## config.mk

```make
export PLATFORM = sky130hd
export DESIGN_NAME = ex_alu_md
export DESIGN_NICKNAME = d
export VERILOG_FILES = /design/src/rtl/ex_alu_md.sv
export SDC_FILE = /design/constraint.sdc
export NUM_CORES = 1
export LEC_CHECK = 0
export BUFFER_PORTS_ARGS = -buffer_cell sky130_fd_sc_hd__buf_2
export CAP_MARGIN = 10
export CORE_AREA = 2 2 278 170
export DETAILED_ROUTE_END_ITERATION = 6
export DIE_AREA = 0 0 280 172
export GPL_TIMING_DRIVEN = 0
export PLACE_DENSITY = 0.67
export SYNTH_ARGS = -nofsm -noshare
export SYNTH_HDL_FRONTEND = slang
export SYNTH_SLANG_ARGS = --single-unit
```

## constraint.sdc

```tcl
create_clock -name clk -period 4.1 [get_ports clk]
set_clock_uncertainty 0.1 [all_clocks]
set_input_delay 0.205 -clock clk [delete_from_list [all_inputs] [get_ports clk]]
set_output_delay 0.205 -clock clk [all_outputs]
set_load 0.03 [all_outputs]
```

## src/rtl/ex_alu_md.sv

```systemverilog
`default_nettype none
// ============================================================================
// Module   : ex_alu_md
// Purpose  : EX-stage ALU with a registered single-cycle path, plus an
//            iterative multiply/divide unit with HI/LO result registers
//            (MIPS mult/multu/div/divu).
// Revision : 1.0 - initial release
// ----------------------------------------------------------------------------
// Parameters
//   WIDTH  operand/result width (power of two, 8..64)
//   SHW    shift-amount width, derived from WIDTH
// Ports
//   clk, rst_n          clock, asynchronous active-low reset
//   a, b, control       ALU operands and 3-bit op code
//   in_valid            operands valid this cycle
//   result, zero        registered ALU result and result==0 flag
//   out_valid           result/zero updated on the previous edge
//   md_start, md_op     start multiply/divide (00 mult, 01 multu,
//                       10 div, 11 divu); operands taken from a/b
//   md_busy, md_done    unit running / one-cycle completion pulse
//   hi, lo              HI/LO result registers
//   md_dbz              last divide had a zero divisor
// Build option
//   ALU_SHIFT_EN        enables SLL/SRL/SRA on codes 011/100/101;
//                       without it those codes yield result=0, zero=1
// ============================================================================
module ex_alu_md #(
  parameter int WIDTH = 32,
  parameter int SHW   = $clog2(WIDTH)
) (
  input  logic             clk,
  input  logic             rst_n,
  input  logic [WIDTH-1:0] a,
  input  logic [WIDTH-1:0] b,
  input  logic [2:0]       control,
  input  logic             in_valid,
  output logic [WIDTH-1:0] result,
  output logic             zero,
  output logic             out_valid,
  input  logic             md_start,
  input  logic [1:0]       md_op,
  output logic             md_busy,
  output logic             md_done,
  output logic [WIDTH-1:0] hi,
  output logic [WIDTH-1:0] lo,
  output logic             md_dbz
);

  // ALU op codes
  localparam logic [2:0] c_alu_and = 3'b000;
  localparam logic [2:0] c_alu_or  = 3'b001;
  localparam logic [2:0] c_alu_add = 3'b010;
  localparam logic [2:0] c_alu_sub = 3'b110;
  localparam logic [2:0] c_alu_slt = 3'b111;
`ifdef ALU_SHIFT_EN
  localparam logic [2:0] c_alu_sll = 3'b011;
  localparam logic [2:0] c_alu_srl = 3'b100;
  localparam logic [2:0] c_alu_sra = 3'b101;
`endif

  // MD state encoding
  localparam logic [1:0] c_st_idle = 2'd0;
  localparam logic [1:0] c_st_run  = 2'd1;
  localparam logic [1:0] c_st_fix  = 2'd2;

  localparam logic [SHW-1:0] c_last_iter = SHW'(WIDTH - 1);

  // --------------------------------------------------------------------------
  // ALU path
  // --------------------------------------------------------------------------
  logic [WIDTH-1:0] w_alu;
`ifdef ALU_SHIFT_EN
  logic [SHW-1:0]   w_shamt;
  assign w_shamt = a[SHW-1:0];
`endif

  always_comb begin
    w_alu = '0;
    case (control)
      c_alu_and: w_alu = a & b;
      c_alu_or:  w_alu = a | b;
      c_alu_add: w_alu = a + b;
      c_alu_sub: w_alu = a - b;
      c_alu_slt: w_alu = {{(WIDTH-1){1'b0}}, ($signed(a) < $signed(b))};
`ifdef ALU_SHIFT_EN
      c_alu_sll: w_alu = b << w_shamt;
      c_alu_srl: w_alu = b >> w_shamt;
      c_alu_sra: w_alu = $signed(b) >>> w_shamt;
`endif
      default:   w_alu = '0;
    endcase
  end

  // Result and zero hold when no new operands arrive; out_valid tracks
  // in_valid one cycle later.
  always_ff @(posedge clk or negedge rst_n) begin
    if (!rst_n) begin
      result    <= '0;
      zero      <= 1'b0;
      out_valid <= 1'b0;
    end else begin
      out_valid <= in_valid;
      if (in_valid) begin
        result <= w_alu;
        zero   <= (w_alu == '0);
      end
    end
  end

  // --------------------------------------------------------------------------
  // Multiply/divide unit
  // --------------------------------------------------------------------------
  logic [1:0]         r_state;
  logic [1:0]         w_next_state;
  logic [SHW-1:0]     r_count;
  logic [1:0]         r_op;
  logic [WIDTH-1:0]   r_m;       // multiplicand or divisor magnitude
  logic [2*WIDTH-1:0] r_p;       // {acc/remainder, multiplier/quotient}
  logic               r_neg_q;   // negate product or quotient in FIX
  logic               r_neg_r;   // negate remainder in FIX
  logic               r_dbz;     // current divide has a zero divisor

  logic               w_accept;
  logic               w_in_run;
  logic               w_in_fix;

  // Start-time operand conditioning (signed ops work on magnitudes)
  logic               w_signed;
  logic               w_a_neg;
  logic               w_b_neg;
  logic [WIDTH-1:0]   w_a_mag;
  logic [WIDTH-1:0]   w_b_mag;
  logic               w_div_zero;

  assign w_signed   = ~md_op[0];
  assign w_a_neg    = w_signed & a[WIDTH-1];
  assign w_b_neg    = w_signed & b[WIDTH-1];
  assign w_a_mag    = w_a_neg ? -a : a;
  assign w_b_mag    = w_b_neg ? -b : b;
  assign w_div_zero = md_op[1] & (b == '0);

  // State register
  always_ff @(posedge clk or negedge rst_n) begin
    if (!rst_n) begin
      r_state <= c_st_idle;
    end else begin
      r_state <= w_next_state;
    end
  end

  // Next-state logic; a zero divisor bypasses the iterations entirely
  always_comb begin
    w_next_state = r_state;
    case (r_state)
      c_st_idle: if (md_start) w_next_state = w_div_zero ? c_st_fix : c_st_run;
      c_st_run:  if (r_count == c_last_iter) w_next_state = c_st_fix;
      c_st_fix:  w_next_state = c_st_idle;
      default:   w_next_state = c_st_idle;
    endcase
  end

  // State decode; md_start outside IDLE (including FIX) is ignored
  always_comb begin
    md_busy  = (r_state != c_st_idle);
    w_accept = (r_state == c_st_idle) & md_start;
    w_in_run = (r_state == c_st_run);
    w_in_fix = (r_state == c_st_fix);
  end

  // Shift-add multiply step: conditionally add the multiplicand into the
  // upper half, then shift the whole product right by one. The carry bit
  // of the add drops into the top of the shifted product.
  logic [WIDTH:0]     w_mul_sum;
  logic [2*WIDTH-1:0] w_mul_next;
  assign w_mul_sum  = {1'b0, r_p[2*WIDTH-1:WIDTH]} + (r_p[0] ? {1'b0, r_m} : '0);
  assign w_mul_next = {w_mul_sum, r_p[WIDTH-1:1]};

  // Restoring divide step: shift the next dividend bit into the partial
  // remainder and trial-subtract. The remainder stays below the divisor,
  // so the shifted value always fits in WIDTH+1 bits and, when restored,
  // in WIDTH bits.
  logic [WIDTH:0]     w_div_trial;
  logic [2*WIDTH-1:0] w_div_next;
  assign w_div_trial = {r_p[2*WIDTH-1:WIDTH], r_p[WIDTH-1]} - {1'b0, r_m};
  assign w_div_next  = w_div_trial[WIDTH] ? {r_p[2*WIDTH-2:0], 1'b0}
                                          : {w_div_trial[WIDTH-1:0], r_p[WIDTH-2:0], 1'b1};

  // Sign correction applied on the FIX edge. The most-negative / -1 case
  // needs no special handling: the magnitude quotient 2^(WIDTH-1) is left
  // un-negated and already reads as the most-negative value.
  logic [2*WIDTH-1:0] w_prod_fix;
  logic [WIDTH-1:0]   w_quo_fix;
  logic [WIDTH-1:0]   w_rem_fix;
  assign w_prod_fix = r_neg_q ? -r_p : r_p;
  assign w_quo_fix  = r_neg_q ? -r_p[WIDTH-1:0] : r_p[WIDTH-1:0];
  assign w_rem_fix  = r_neg_r ? -r_p[2*WIDTH-1:WIDTH] : r_p[2*WIDTH-1:WIDTH];

  always_ff @(posedge clk or negedge rst_n) begin
    if (!rst_n) begin
      r_count <= '0;
      r_op    <= 2'b00;
      r_m     <= '0;
      r_p     <= '0;
      r_neg_q <= 1'b0;
      r_neg_r <= 1'b0;
      r_dbz   <= 1'b0;
      md_done <= 1'b0;
      md_dbz  <= 1'b0;
      hi      <= '0;
      lo      <= '0;
    end else begin
      md_done <= 1'b0;
      if (w_accept) begin
        r_op    <= md_op;
        r_count <= '0;
        r_m     <= w_b_mag;
        // A zero-divisor divide keeps the raw dividend for HI.
        r_p     <= {{WIDTH{1'b0}}, (w_div_zero ? a : w_a_mag)};
        r_neg_q <= w_a_neg ^ w_b_neg;
        r_neg_r <= w_a_neg;
        r_dbz   <= w_div_zero;
        md_dbz  <= 1'b0;
      end else if (w_in_run) begin
        r_p     <= r_op[1] ? w_div_next : w_mul_next;
        r_count <= r_count + 1'b1;
      end else if (w_in_fix) begin
        md_done <= 1'b1;
        md_dbz  <= r_dbz;
        if (r_dbz) begin
          hi <= r_p[WIDTH-1:0];
          lo <= '1;
        end else if (r_op[1]) begin
          hi <= w_rem_fix;
          lo <= w_quo_fix;
        end else begin
          hi <= w_prod_fix[2*WIDTH-1:WIDTH];
          lo <= w_prod_fix[WIDTH-1:0];
        end
      end
    end
  end

endmodule
`default_nettype wire

```

==> metrics.csv <==
metric;value;unit
gpl congestion;1.01;
Final Cycle Share;101;%
DRC viols;4;
Pwr per Cell Area;787;nW/um2
# IOs;174;
Synth Register Bits;207;
post-synth top area cell;dfrtp_1;
Post-Syn Area;20300;um2
Slew @ Worst Pin;1.24;ns
largest net degree at the start of global routing;106;
Max VDD drop;0.608;mV
Initial DRT Pass Iterations;7;
multi-input logic area;14100;um2
final setup fails;1;
commonest cells after routing, fill and taps aside;nor2_1 (254), nand2_1 (240), o21ai_0 (219), a21oi_1 (209), dfrtp_1 (204);
Fin. Hold Viols;0;
internal power;8.57;mW
number of synthesized flops with an enable pin;0;
CTS tree;yes;
gr usage total;36.6;%
Post-Synthesis Cells;2628;
total chip power;18.4;mW
first-pass GRT wire length;132000;um
HPWL after DPL;72900;um
Comb power frac;66.5;%
HP Class;primary input to flop;
Setup CP Type;primary input to flop;
htree depth;1;
Reg power frac;20.5;%
status;finished with violations;
failing checks;design-rule violations, negative setup slack;
FF+latch area;5180;um2
sequential fraction of the synthesis area;25.5;%
Clock Path Buffers;3;
CTS Buf Count;25;
crit start category;primary input;
Initial Util;44.5;%
Clock Tree Root;clkbuf_16;
synth warn;0;
crit path max fanout;6;
grt ovf;0;
CP max stage cell;a2111oi_1;
DR iter-0 viols;2802;
Clock power frac;12.9;%
CP max stage delay;0.62;ns
P&R area growth vs syn;15.2;%
placed cell areas;22000;um2
worst skew pair latency;0.59;ns
Crit. path cell count;15;
# diodes;0;
Final Instance Area;23400;um2
sw power;9.86;mW
Die Area;48200;um2
core area;45700;um2
max_cap viols;0;
vias per cell;6.37;
Buf+Inv Stages, Crit Path;4;
Setup crit end kind;flop;
vias in the first global route;20200;
port bufs;171;
routed vias;22100;
RSZ-0062 raised after global routing;yes;
fillers;4539;
Syn Nets;2874;
Max-slew headroom;17.1;%
hold depth;3;
CP arrival;4.54;ns
number of antenna violations at the first check in global routing;5;
total routed wirelength;90600;um
Layout Nets;3104;
sw frac;53.5;%
main area contributors after synthesis;dfrtp_1 (25%), ha_1 (10%), xnor2_1 (5.7%);
cell family with most CP delay;compound AO/OA/AOI/OAI gates;
die height;172;um
Pins Over Slew Limit;0;
Netlist cell types;87;
DRT antenna net count;0;
ys flop type;dfrtp_1;
Die W;280;um
hold_ws;0.0207;ns
Final min period;4.12;ns
FF-to-FF path depth;12;
commonest non-fill, non-tap cell in the layout;nor2_1;
TritonCTS Sinks;207;
crit-path cells;buf_2 -> inv_1 -> ha_1 -> inv_1 -> a2111oi_1 -> o31ai_2 -> a21oi_2 -> buf_4 -> o21ai_0 -> a311oi_1 -> o311a_1 -> a21oi_1 -> a2111oi_1 -> and4_1 -> a41o_1;
Max Fclk;243;MHz
DP Worst Slack;-1.17;ns
fraction of layout cells with a size suffix above 1;11.3;%
leakage;10.5;nW
DR WL/cell;26.1;um
asr flop ratio synth;100;%
final setup margin;-0.0216;ns
clock transition at the registers of the reported paths;0.07;ns
Synth top area share;25.5;%
worst endpoint required time;4.52;ns
row count;61;
syn avg cell area;7.73;um2
sequential cells by signal, summed over array words and instances, names as in the netlist:
| register | flops |
|---|---|
| r_p | 64 |
| out_valid | 1 |
| r_count | 5 |
| r_neg_q | 1 |
| md_done | 1 |
| r_neg_r | 1 |
| zero | 1 |
| result | 32 |
| r_state | 2 |
| hi | 32 |
| r_dbz | 1 |
| r_m | 32 |
| lo | 32 |
| md_dbz | 1 |
| r_op | 1 |
metrics by stage:
step | TNS (ns) | std cells | utilization (%)
final | -0.0216 | 3475 | 51.2
after global routing | -0.0700 | 3475 | 51.2
after CTS | -0.0123 | 3477 | 50.8
after detailed placement | -31.54 | 3398 | 48.1
after global placement | -199.79 | 3397 | 48.0
after floorplan | 0 | 2628 | -
metal layers:
layer	track usage (%)	share of wire (%)	wire, um
met2	47.5	37	33300
met4	5.77	1.4	1260
met1	58.0	48	43900
met5	0	0.014	13
met3	11.2	13	12100
cell usage after synthesis, types with 24 or more instances:
cell / count
nor2_1: 255
nand2_1: 241
o21ai_0: 219
a21oi_1: 212
dfrtp_1: 207
inv_1: 172
ha_1: 169
clkbuf_1: 133
xnor2_1: 132
mux2i_1: 82
xor2_1: 61
nand3_1: 51
o211ai_1: 51
a21o_1: 48
nor3_1: 43
nand2b_1: 36
a22oi_1: 33
a31oi_1: 33
o31ai_1: 32
a211oi_1: 29
or3_1: 26
nor4_1: 25
nor2b_1: 24
o21bai_1: 24
power by group through the flow:
stage,clock (mW),combinational [mW],sequential [mW]
after floorplan,0,8.03,3.53
after global placement,0,11.3,3.72
after detailed placement,0,11.5,3.74
after CTS,2.41,11.7,3.71
after global routing,2.47,13.3,3.82
final,2.38,12.3,3.78
cell families (layout without fill, tap and decap cells):
group,after synthesis,after routing,share of synthesized area (%)
multiplexers,97,97,4.87
buffers and inverters,332,581,6.25
flip-flops,207,207,25.5
AO/OA/AOI/OAI,835,835,26.1
AND/OR/NAND/NOR,791,791,18.2
XOR/XNOR,193,193,8.32
adder cells (fa/ha/maj),173,173,10.8
worst paths after layout:
check                                     from                     to  slack [ns]
max                                      b[11]       zero$_DFFE_PN0P_       -0.02
min                                       a[1]     r_p[1]$_DFFE_PN0P_        0.02
max reg2reg                r_p[19]$_DFFE_PN0P_     hi[27]$_DFFE_PN0P_        0.10
min reg2reg                 hi[11]$_DFFE_PN0P_     hi[11]$_DFFE_PN0P_        0.38
max in group asynchronous                rst_n    r_p[52]$_DFFE_PN0P_        2.60
min in group asynchronous                rst_n  result[7]$_DFFE_PN0P_        0.17
worst register-to-register path, cell delays in order (launching register included):
cell	delay, ns
dfrtp_1	0.36
clkbuf_1	0.29
or4_4	0.54
or4b_4	0.51
or4_4	0.48
nor2_1	0.13
nand2_1	0.14
a32o_2	0.33
o41ai_2	0.35
xor2_1	0.28
nor2_1	0.07
a21oi_1	0.20
o21ai_1	0.09
area by class of cell:
class	instances	area share (%)
multi-input cells	2089	60.2
flip-flops and latches	207	22.1
repair buffers	208	5.33
well taps	598	3.20
inverters	175	2.81
clock buffers	27	2.75
plain buffers	152	2.69
clock inverters	19	0.844
timing repair:
| item | in CTS | in global routing |
|---|---|---|
| pin swaps | 5 | 2 |
| hold buffers | 29 | 0 |
| hold endpoints to repair | 128 | 0 |
| setup endpoints to repair | 51 | 43 |
| resized for setup | 32 | 45 |
| setup buffers | 4 | 3 |
No activity file was read; power rests on OpenSTA's default activity.
